### src/rtl/store_ordering_gate.sv
// Store ordering gate: caps in-flight stores and serialises non-idempotent stores behind a one-entry output stage.
// Optional macro STORE_GATE_STALL_CNT_EN builds a saturating upstream stall-cycle counter.
package cva6_config_pkg;
  localparam int unsigned NrMaxRules = 4;

  typedef struct packed {
    int unsigned                 MaxOutstandingStores;
    bit                          NonIdemPotenceEn;
    int unsigned                 NrNonIdempotentRules;
    logic [NrMaxRules-1:0][63:0] NonIdempotentAddrBase;
    logic [NrMaxRules-1:0][63:0] NonIdempotentLength;
  } cva6_cfg;

  localparam cva6_cfg CfgDefault = '{
    MaxOutstandingStores:  32'd7,
    NonIdemPotenceEn:      1'b1,
    NrNonIdempotentRules:  32'd1,
    NonIdempotentAddrBase: {64'h0, 64'h0, 64'h0, 64'h0000_0000_1000_0000},
    NonIdempotentLength:   {64'h0, 64'h0, 64'h0, 64'h0000_0000_0000_1000}
  };
endpackage

module store_ordering_gate #(
  parameter cva6_config_pkg::cva6_cfg CVA6Cfg = cva6_config_pkg::CfgDefault
) (
  input  logic                 clk_i,
  input  logic                 rst_ni,
  input  logic                 st_valid_i,
  output logic                 st_ready_o,
  input  logic [63:0]          st_paddr_i,
  input  logic [63:0]          st_data_i,
  input  logic [7:0]           st_be_i,
  output logic                 mem_valid_o,
  input  logic                 mem_ready_i,
  output logic [63:0]          mem_paddr_o,
  output logic [63:0]          mem_data_o,
  output logic [7:0]           mem_be_o,
  input  logic                 mem_ack_i,
  output logic [$clog2(CVA6Cfg.MaxOutstandingStores+1)-1:0] outstanding_o,
  output logic                 no_st_pending_o,
  output logic                 err_o,
  output logic [31:0]          stall_cnt_o
);
  localparam int CntW = $clog2(CVA6Cfg.MaxOutstandingStores + 1);
  localparam logic [CntW:0]   MaxC = (CntW + 1)'(CVA6Cfg.MaxOutstandingStores);
  localparam logic [CntW-1:0] OneC = CntW'(1);

  if (CVA6Cfg.MaxOutstandingStores == 0) begin : g_max_zero
    $error("store_ordering_gate: MaxOutstandingStores must be non-zero");
  end

  typedef enum logic [1:0] {S_PASS = 2'd0, S_DRAIN = 2'd1, S_WAIT_NI = 2'd2} state_e;

  state_e            r_state, w_state_nxt;
  logic              r_buf_valid;
  logic [63:0]       r_paddr, r_data;
  logic [7:0]        r_be;
  logic [CntW-1:0]   r_cnt;
  logic              r_err;
  logic [CntW:0]     w_inflight;
  logic              w_space, w_ni, w_ready, w_accept, w_inc, w_dec;

  // 65-bit sum so a rule ending at the top of the address space cannot wrap.
  function automatic logic is_non_idem(input logic [63:0] addr);
    logic hit;
    hit = 1'b0;
    for (int unsigned i = 0; i < cva6_config_pkg::NrMaxRules; i++) begin
      if ((i < CVA6Cfg.NrNonIdempotentRules) &&
          (addr >= CVA6Cfg.NonIdempotentAddrBase[i]) &&
          ({1'b0, addr} < ({1'b0, CVA6Cfg.NonIdempotentAddrBase[i]} +
                           {1'b0, CVA6Cfg.NonIdempotentLength[i]}))) begin
        hit = 1'b1;
      end
    end
    return CVA6Cfg.NonIdemPotenceEn && hit;
  endfunction

  assign w_inflight = {1'b0, r_cnt} + {{CntW{1'b0}}, r_buf_valid};
  assign w_space    = !r_buf_valid || mem_ready_i;
  assign w_ni       = is_non_idem(st_paddr_i);
  assign w_accept   = st_valid_i && w_ready;
  assign w_inc      = r_buf_valid && mem_ready_i;
  assign w_dec      = mem_ack_i;

  always_comb begin
    w_state_nxt = r_state;
    w_ready     = 1'b0;
    case (r_state)
      S_PASS: begin
        if (st_valid_i && w_ni) begin
          if (w_inflight == '0) begin
            w_ready     = 1'b1;
            w_state_nxt = S_WAIT_NI;
          end else begin
            w_ready     = 1'b0;
            w_state_nxt = S_DRAIN;
          end
        end else begin
          w_ready = w_space && (w_inflight < MaxC);
        end
      end
      S_DRAIN: begin
        w_ready = (w_inflight == '0);
        if (st_valid_i && w_ready) begin
          w_state_nxt = S_WAIT_NI;
        end else begin
          w_state_nxt = S_DRAIN;
        end
      end
      S_WAIT_NI: begin
        if (!r_buf_valid && (r_cnt == '0)) begin
          w_state_nxt = S_PASS;
        end else begin
          w_state_nxt = S_WAIT_NI;
        end
      end
      default: begin
        w_state_nxt = S_PASS;
      end
    endcase
  end

  always_ff @(posedge clk_i or negedge rst_ni) begin
    if (!rst_ni) begin
      r_state <= S_PASS;
    end else begin
      r_state <= w_state_nxt;
    end
  end

  // Output stage holds its contents until the downstream handshake; refill may overlap it.
  always_ff @(posedge clk_i or negedge rst_ni) begin
    if (!rst_ni) begin
      r_buf_valid <= 1'b0;
      r_paddr     <= 64'd0;
      r_data      <= 64'd0;
      r_be        <= 8'd0;
    end else if (w_accept) begin
      r_buf_valid <= 1'b1;
      r_paddr     <= st_paddr_i;
      r_data      <= st_data_i;
      r_be        <= st_be_i;
    end else if (mem_ready_i) begin
      r_buf_valid <= 1'b0;
    end
  end

  always_ff @(posedge clk_i or negedge rst_ni) begin
    if (!rst_ni) begin
      r_cnt <= '0;
      r_err <= 1'b0;
    end else if (w_inc && !w_dec) begin
      r_cnt <= r_cnt + OneC;
    end else if (!w_inc && w_dec) begin
      if (r_cnt == '0) begin
        r_err <= 1'b1;
      end else begin
        r_cnt <= r_cnt - OneC;
      end
    end
  end

`ifdef STORE_GATE_STALL_CNT_EN
  logic [31:0] r_stall;

  always_ff @(posedge clk_i or negedge rst_ni) begin
    if (!rst_ni) begin
      r_stall <= 32'd0;
    end else if (st_valid_i && !w_ready && (r_stall != 32'hFFFF_FFFF)) begin
      r_stall <= r_stall + 32'd1;
    end
  end

  assign stall_cnt_o = r_stall;
`else
  assign stall_cnt_o = 32'd0;
`endif

  assign st_ready_o      = w_ready;
  assign mem_valid_o     = r_buf_valid;
  assign mem_paddr_o     = r_paddr;
  assign mem_data_o      = r_data;
  assign mem_be_o        = r_be;
  assign outstanding_o   = r_cnt;
  assign no_st_pending_o = (w_inflight == '0);
  assign err_o           = r_err;
endmodule

### config.mk
export PLATFORM = sky130hd
export DESIGN_NAME = store_ordering_gate
export DESIGN_NICKNAME = d
export VERILOG_FILES = /design/src/rtl/store_ordering_gate.sv
export SDC_FILE = /design/constraint.sdc
export NUM_CORES = 1
export LEC_CHECK = 0
export BUFFER_PORTS_ARGS = -buffer_cell sky130_fd_sc_hd__clkbuf_2
export CORE_UTILIZATION = 42
export CTS_CLUSTER_SIZE = 12
export DETAILED_ROUTE_END_ITERATION = 7
export HOLD_SLACK_MARGIN = 0.06
export PLACE_DENSITY = 0.74
export SYNTH_ARGS = -nofsm -noshare
export SYNTH_HDL_FRONTEND = slang
export SYNTH_SLANG_ARGS = --single-unit
### constraint.sdc
create_clock -name clk_i -period 2.2 [get_ports clk_i]
set_input_delay 0.44 -clock clk_i [delete_from_list [all_inputs] [get_ports clk_i]]
set_output_delay 0.44 -clock clk_i [all_outputs]
set_load 0.1 [all_outputs]
# After elaboration in Yosys (flattened, before gate mapping)
# Cells that the tools add are included.
[totals] elab_cells=52 input_bits=141 out_inout_bits=175 reg_bits=143
[classes] n_lt_le_gt_ge=3 n_bitwise=1 add_sub_neg=3 muxes=14 eq_ne=4 reduce_logical=20
[ops] operator="$ge 64x29->1 const B" count=1
[ops] operator="$lt 64x29->1 const B" count=1
[ops] operator="$logic_and 1x1->1" count=9
[ops] operator="$mux 3" count=3
[ops] operator="$mux 2" count=4
[ops] operator="$pmux 2 s3" count=1
[ops] operator="$mux 1" count=5
[ops] operator="$add 3x1->4" count=1
[ops] operator="$logic_not 4->1" count=1
[ops] operator="$lt 4x3->1 const B" count=1
[ops] operator="$reduce_bool 2->1" count=2
[ops] operator="$add 3x1->3 const B" count=1
[ops] operator="$logic_not 1->1" count=3
[ops] operator="$logic_not 3->1" count=1
[ops] operator="$reduce_and 3->1" count=1
[ops] operator="$sub 3x1->3 const B" count=1
[ops] operator="$eq 2x1->1 const B" count=1
[ops] operator="$eq 2x2->1 const B" count=1
[ops] operator="$logic_not 2->1" count=1
[ops] operator="$ne 2x1->1 const B" count=1
[ops] operator="$ne 2x2->1 const B" count=1
[ops] operator="$pmux 1 s2" count=1
[ops] operator="$reduce_and 2->1" count=1
[ops] operator="$logic_or 1x1->1" count=1
[ops] operator="$not 1->1" count=1

# Longest topological paths before layout
[logic_depth] ltp_word=8 ltp_mapped=9 depth_no_buf=8

# Worst setup path after synthesis
# OpenSTA, ideal clock, no wires.
[synth_path] path_kind="flip-flop to output port" startpoint="reg r_cnt[0], in the netlist outstanding_o[0]" endpoint="out st_ready_o" setup_slack_ps=-2238 path_stages_with_launch=9 n_path_buf=0 arrival_time_ps=3998 t_required_ps=1760 cell_sequence="dfrtp_1 -> ha_1 -> ha_1 -> a21boi_0 -> a21o_1 -> nand2_1 -> inv_1 -> mux2i_1 -> nor2_1"
[synth_between] elab_chain_cells=5 word_cells_on_any_way=7 cone_classes="1 x add/sub; 1 x order compare; 3 x mux; 2 x reduce/logical"
[synth_rtl] item="from (decl)" line_no="58" rtl="logic [CntW-1:0] r_cnt;"
[synth_rtl] item="from (signal assigned)" line_no="153" rtl="r_cnt <= r_cnt + OneC;"
[synth_rtl] item="from (signal assigned)" line_no="158" rtl="r_cnt <= r_cnt - OneC;"
[synth_rtl] item="$add 3x1->4 *" line_no="78" rtl="assign w_inflight = {1'b0, r_cnt} + {{CntW{1'b0}}, r_buf_valid};"
[synth_rtl] item="$logic_not 4->1 *"
[synth_rtl] item="named net no_st_pending_o" line_no="40" rtl="output logic no_st_pending_o,"
[synth_rtl] item="$mux 1" line_no="91" rtl="if (w_inflight == '0) begin"
[synth_rtl] item="$mux 1" line_no="90" rtl="if (st_valid_i && w_ni) begin"
[synth_rtl] item="$pmux 1 s2 *" line_no="88" rtl="case (r_state)"
[synth_rtl] item="to (decl)" line_no="29" rtl="output logic st_ready_o,"
# Mark *: on every way through the listed nets, which the timed path passes. The rest lies on a longest branch.

# Worst setup path in the final report
[layout_path] startpoint="reg r_cnt[0], in the netlist outstanding_o[0]" endpoint="out st_ready_o"
[layout_between] elab_chain_cells=5 word_cells_on_any_way=7 cone_classes="1 x add/sub; 1 x order compare; 3 x mux; 2 x reduce/logical"
[layout_rtl] item="$add 3x1->4 *" line_no="78"
[layout_rtl] item="$lt 4x3->1 / $logic_not 4->1 (equally long branches)" line_no="99, 91, 103"
[layout_rtl] item="$logic_and 1x1->1 / $mux 1 (equally long branches)" line_no="99, 91"
[layout_rtl] item="$mux 1" line_no="90"
[layout_rtl] item="$pmux 1 s2 *" line_no="88"
# Mark *: on every way between the ends. The rest lies on a longest branch, timed or not.

==> flow_summary.yaml <==
sta:
  fmaxAchievable_ghz: 0.380
  min_period_ns: 2.63
  final.setup_skew_ns: 0.00969
  period_share_pct: 120
  worst_slack_ns: -0.431
  worstMarginPinSlew_ns: 0.577
  rsz0062_at_grt: "true"
  setup_violations: 137
  max-slew-margin-rel_pct: 61.7
  slew_violations: 0
  hold_violations: 0
global_routing:
  antenna_found_initial: 0
  grt_start_max_net_pins: 49
  grt_pass1_wl_um: 26800
  grt_pass1_vias: 5094
  grt_use_total_pct: 21.8
  grt_overflow: 0
job:
  cap_violations: 0
drt:
  wire_per_inst_um: 17.3
  drc: 0
  drtAntennaViolNets: 0
  routed_wl_um: 17200
  viasPerCell: 4.65
  vias: 4626
  drt_iter0_drc: 183
  drt-pass1-iter-count: 4
logic_synthesis:
  yosysWarnings: 0
  synth_area_um2: 6590
  postSynthAreaPerCell_um2: 16.5
  ys_types: 38
  yosys.area_share.simple_pct: 3.67
  synthMuxAreaShare_pct: 31.1
  synth_top_family_by_area: "multiplexers"
  ys_ff_latch: 143
  synth_compound_area_share_pct: 1.77
  yosys.area_share.adder_pct: 1.06
  synth-xor-area-share_pct: 0.133
  seq_area_frac_synth_pct: 54.3
  netlist_instances: 399
clocking:
  clock-sinks: 143
  clk_pin_slew_ns: 0.06
  cts_buffers: 17
  h-tree-depth: 4
  insertion_delay_ns: 0.41
  cts_tree: "done"
  clock_path_buffers: 2
  cts_root_buffer: "clkbuf_16"
min_path:
  min_path_type: "in2reg"
worst_setup_path:
  path_class: "reg2out"
  critPathMaxFanout: 3
  cp-end-kind: "output port"
  crit_required_ns: 1.76
  worstPathArrival_ns: 2.19
  startpoint_type: "register"
layout:
  n_antenna_cell: 0
  drive_above_1_share_pct: 71.8
  area_growth_pct: 46.8
  layoutNonFillerInstCount: 995
  final_net_count: 917
  finalCoreUtilization_pct: 63.3
status:
  violations: "setup timing"
  status: "finished with violations"
placement:
  gp_congestion: 0.753
  io_buffers: 283
  dp_cells: 945
  hpwlAfterDp_um: 12000
die:
  dieWidth_um: 127
  num_rows: 45
  die_h_um: 127
  start_util_pct: 43.2
  die_area_um2: 16200
  ios: 316
  core_um2: 15300
metrics by stage:
stage	area [µm²]	setup TNS, ns	hold slack (ns)	worst slack (ns)
floorplan	6800	-45.33	0.144	-0.647
global placement	8640	-103.78	0.376	-0.778
detailed placement	8640	-107.27	0.380	-0.809
CTS	9760	-38.50	0.233	-0.456
global route	9670	-41.14	0.228	-0.535
finish	9670	-30.56	0.254	-0.431
cell usage after synthesis, drive strengths merged:
| cell type | instances | share of area [%] |
|---|---|---|
| xor2 | 1 | 0.13 |
| nand2 | 5 | 0.32 |
| buf | 47 | 7.5 |
| a31o | 1 | 0.13 |
| nand3 | 2 | 0.15 |
| clkbuf | 1 | 0.057 |
| a21oi | 3 | 0.23 |
| a21o | 2 | 0.23 |
| nor3 | 3 | 0.23 |
| nor2b | 2 | 0.19 |
| conb | 1 | 0.057 |
| a22oi | 1 | 0.11 |
| o21ai | 1 | 0.076 |
| a31oi | 1 | 0.095 |
| mux2 | 137 | 31 |
| nor4b | 1 | 0.13 |
| nor2 | 11 | 0.63 |
| nor3b | 1 | 0.11 |
| o22ai | 1 | 0.095 |
| o22a | 1 | 0.13 |
| a311oi | 1 | 0.13 |
| ha | 4 | 0.76 |
| inv | 5 | 0.29 |
| nor4 | 13 | 1.4 |
| nand4 | 3 | 0.29 |
| a21boi | 1 | 0.11 |
| mux2i | 2 | 0.30 |
| fa | 1 | 0.30 |
| or2 | 1 | 0.095 |
| dfrtp | 143 | 54 |
| and3 | 1 | 0.095 |
| o41ai | 1 | 0.42 |
layer usage:
metal	up-vias	routed length (µm)	track usage [%]
met5	-	0	0
met4	0	276	7.35
met3	15	933	5.40
met2	191	9120	38.9
met1	2315	6870	25.7
li1	2105	-	-
flip-flops by register name, summed over array words and instances, names as in the netlist:
signal	cells
err_o	1
mem_be_o	8
mem_data_o	64
mem_paddr_o	64
mem_valid_o	1
outstanding_o	3
r_state	2
kinds of logic after synthesis:
kind of cell,count (synthesis)
AOI/OAI and AO/OA,14
xor gates and xnor gates,1
adders and majority gates,5
buffers and inverters,53
DFF,143
muxes,139
other,1
and+or+nand+nor,43
repair_timing:
action	in CTS	in global routing
setup endpoints to repair	138	140
resized for setup	55	23
hold endpoints to repair	38	0
pin swaps	5	6
hold buffers	1	0
cloned	7	0
buffers inserted	17	4
final timing paths:
| kind | start | endpoint | slack [ns] | cells past startpoint |
|---|---|---|---|---|
| max in group asynchronous | rst_ni | outstanding_o[0] | 1.04 | 3 |
| min in group asynchronous | rst_ni | mem_data_o[58] | 0.54 | 2 |
| setup reg to reg | outstanding_o[0] | mem_data_o[43] | -0.27 | 10 |
| hold / removal | st_data_i[7] | mem_data_o[7] | 0.25 | 2 |
| hold reg to reg | err_o | err_o | 0.48 | 1 |
| setup / recovery | outstanding_o[0] | st_ready_o | -0.43 | 9 |
area by class of cell:
| cell class | instances | area, µm² |
|---|---|---|
| Tap cell | 211 | 264 |
| Clock inverter | 15 | 128 |
| Fill cell | 1140 | 5590 |
| Sequential cell | 143 | 3590 |
| Clock buffer | 17 | 425 |
| Inverter | 5 | 22.5 |
| Timing Repair Buffer | 370 | 2470 |
| Multi-Input combinational cell | 234 | 2770 |
worst max-delay path, stage by stage, from the launching register on:
cell	delay, ns
dfrtp_4	0.49
ha_4	0.18
ha_4	0.16
a21boi_1	0.13
a21o_1	0.18
nand2_2	0.10
clkinvlp_4	0.12
mux2i_4	0.17
nor2_4	0.06
buf_12	0.16
cell usage in the layout (no fill, tap or decap), types with 2 or more instances in the layout:
cell,synthesis,routed
nor2b_1,2,2
nand4_1,3,3
nor4_4,0,2
clkinvlp_4,0,5
mux2i_4,0,2
clkbuf_16,0,17
ha_4,0,3
dfrtp_1,143,139
inv_6,0,6
mux2_4,129,136
inv_1,5,4
buf_16,0,2
inv_8,0,2
a21oi_1,3,3
a21o_1,2,2
buf_8,0,17
clkinv_4,0,2
nor3_1,3,3
buf_12,10,15
clkbuf_2,0,278
conb_1,1,32
buf_4,32,49
nand2_2,1,2
nor2_1,11,9
dfrtp_4,0,3
nand2_1,4,3
nor4_2,2,4
nor4_1,11,7
buf_6,5,8
Power is left out: the tool's default activity adds up to more than one toggle a clock period on the data nets, which glitch-free logic cannot reach.
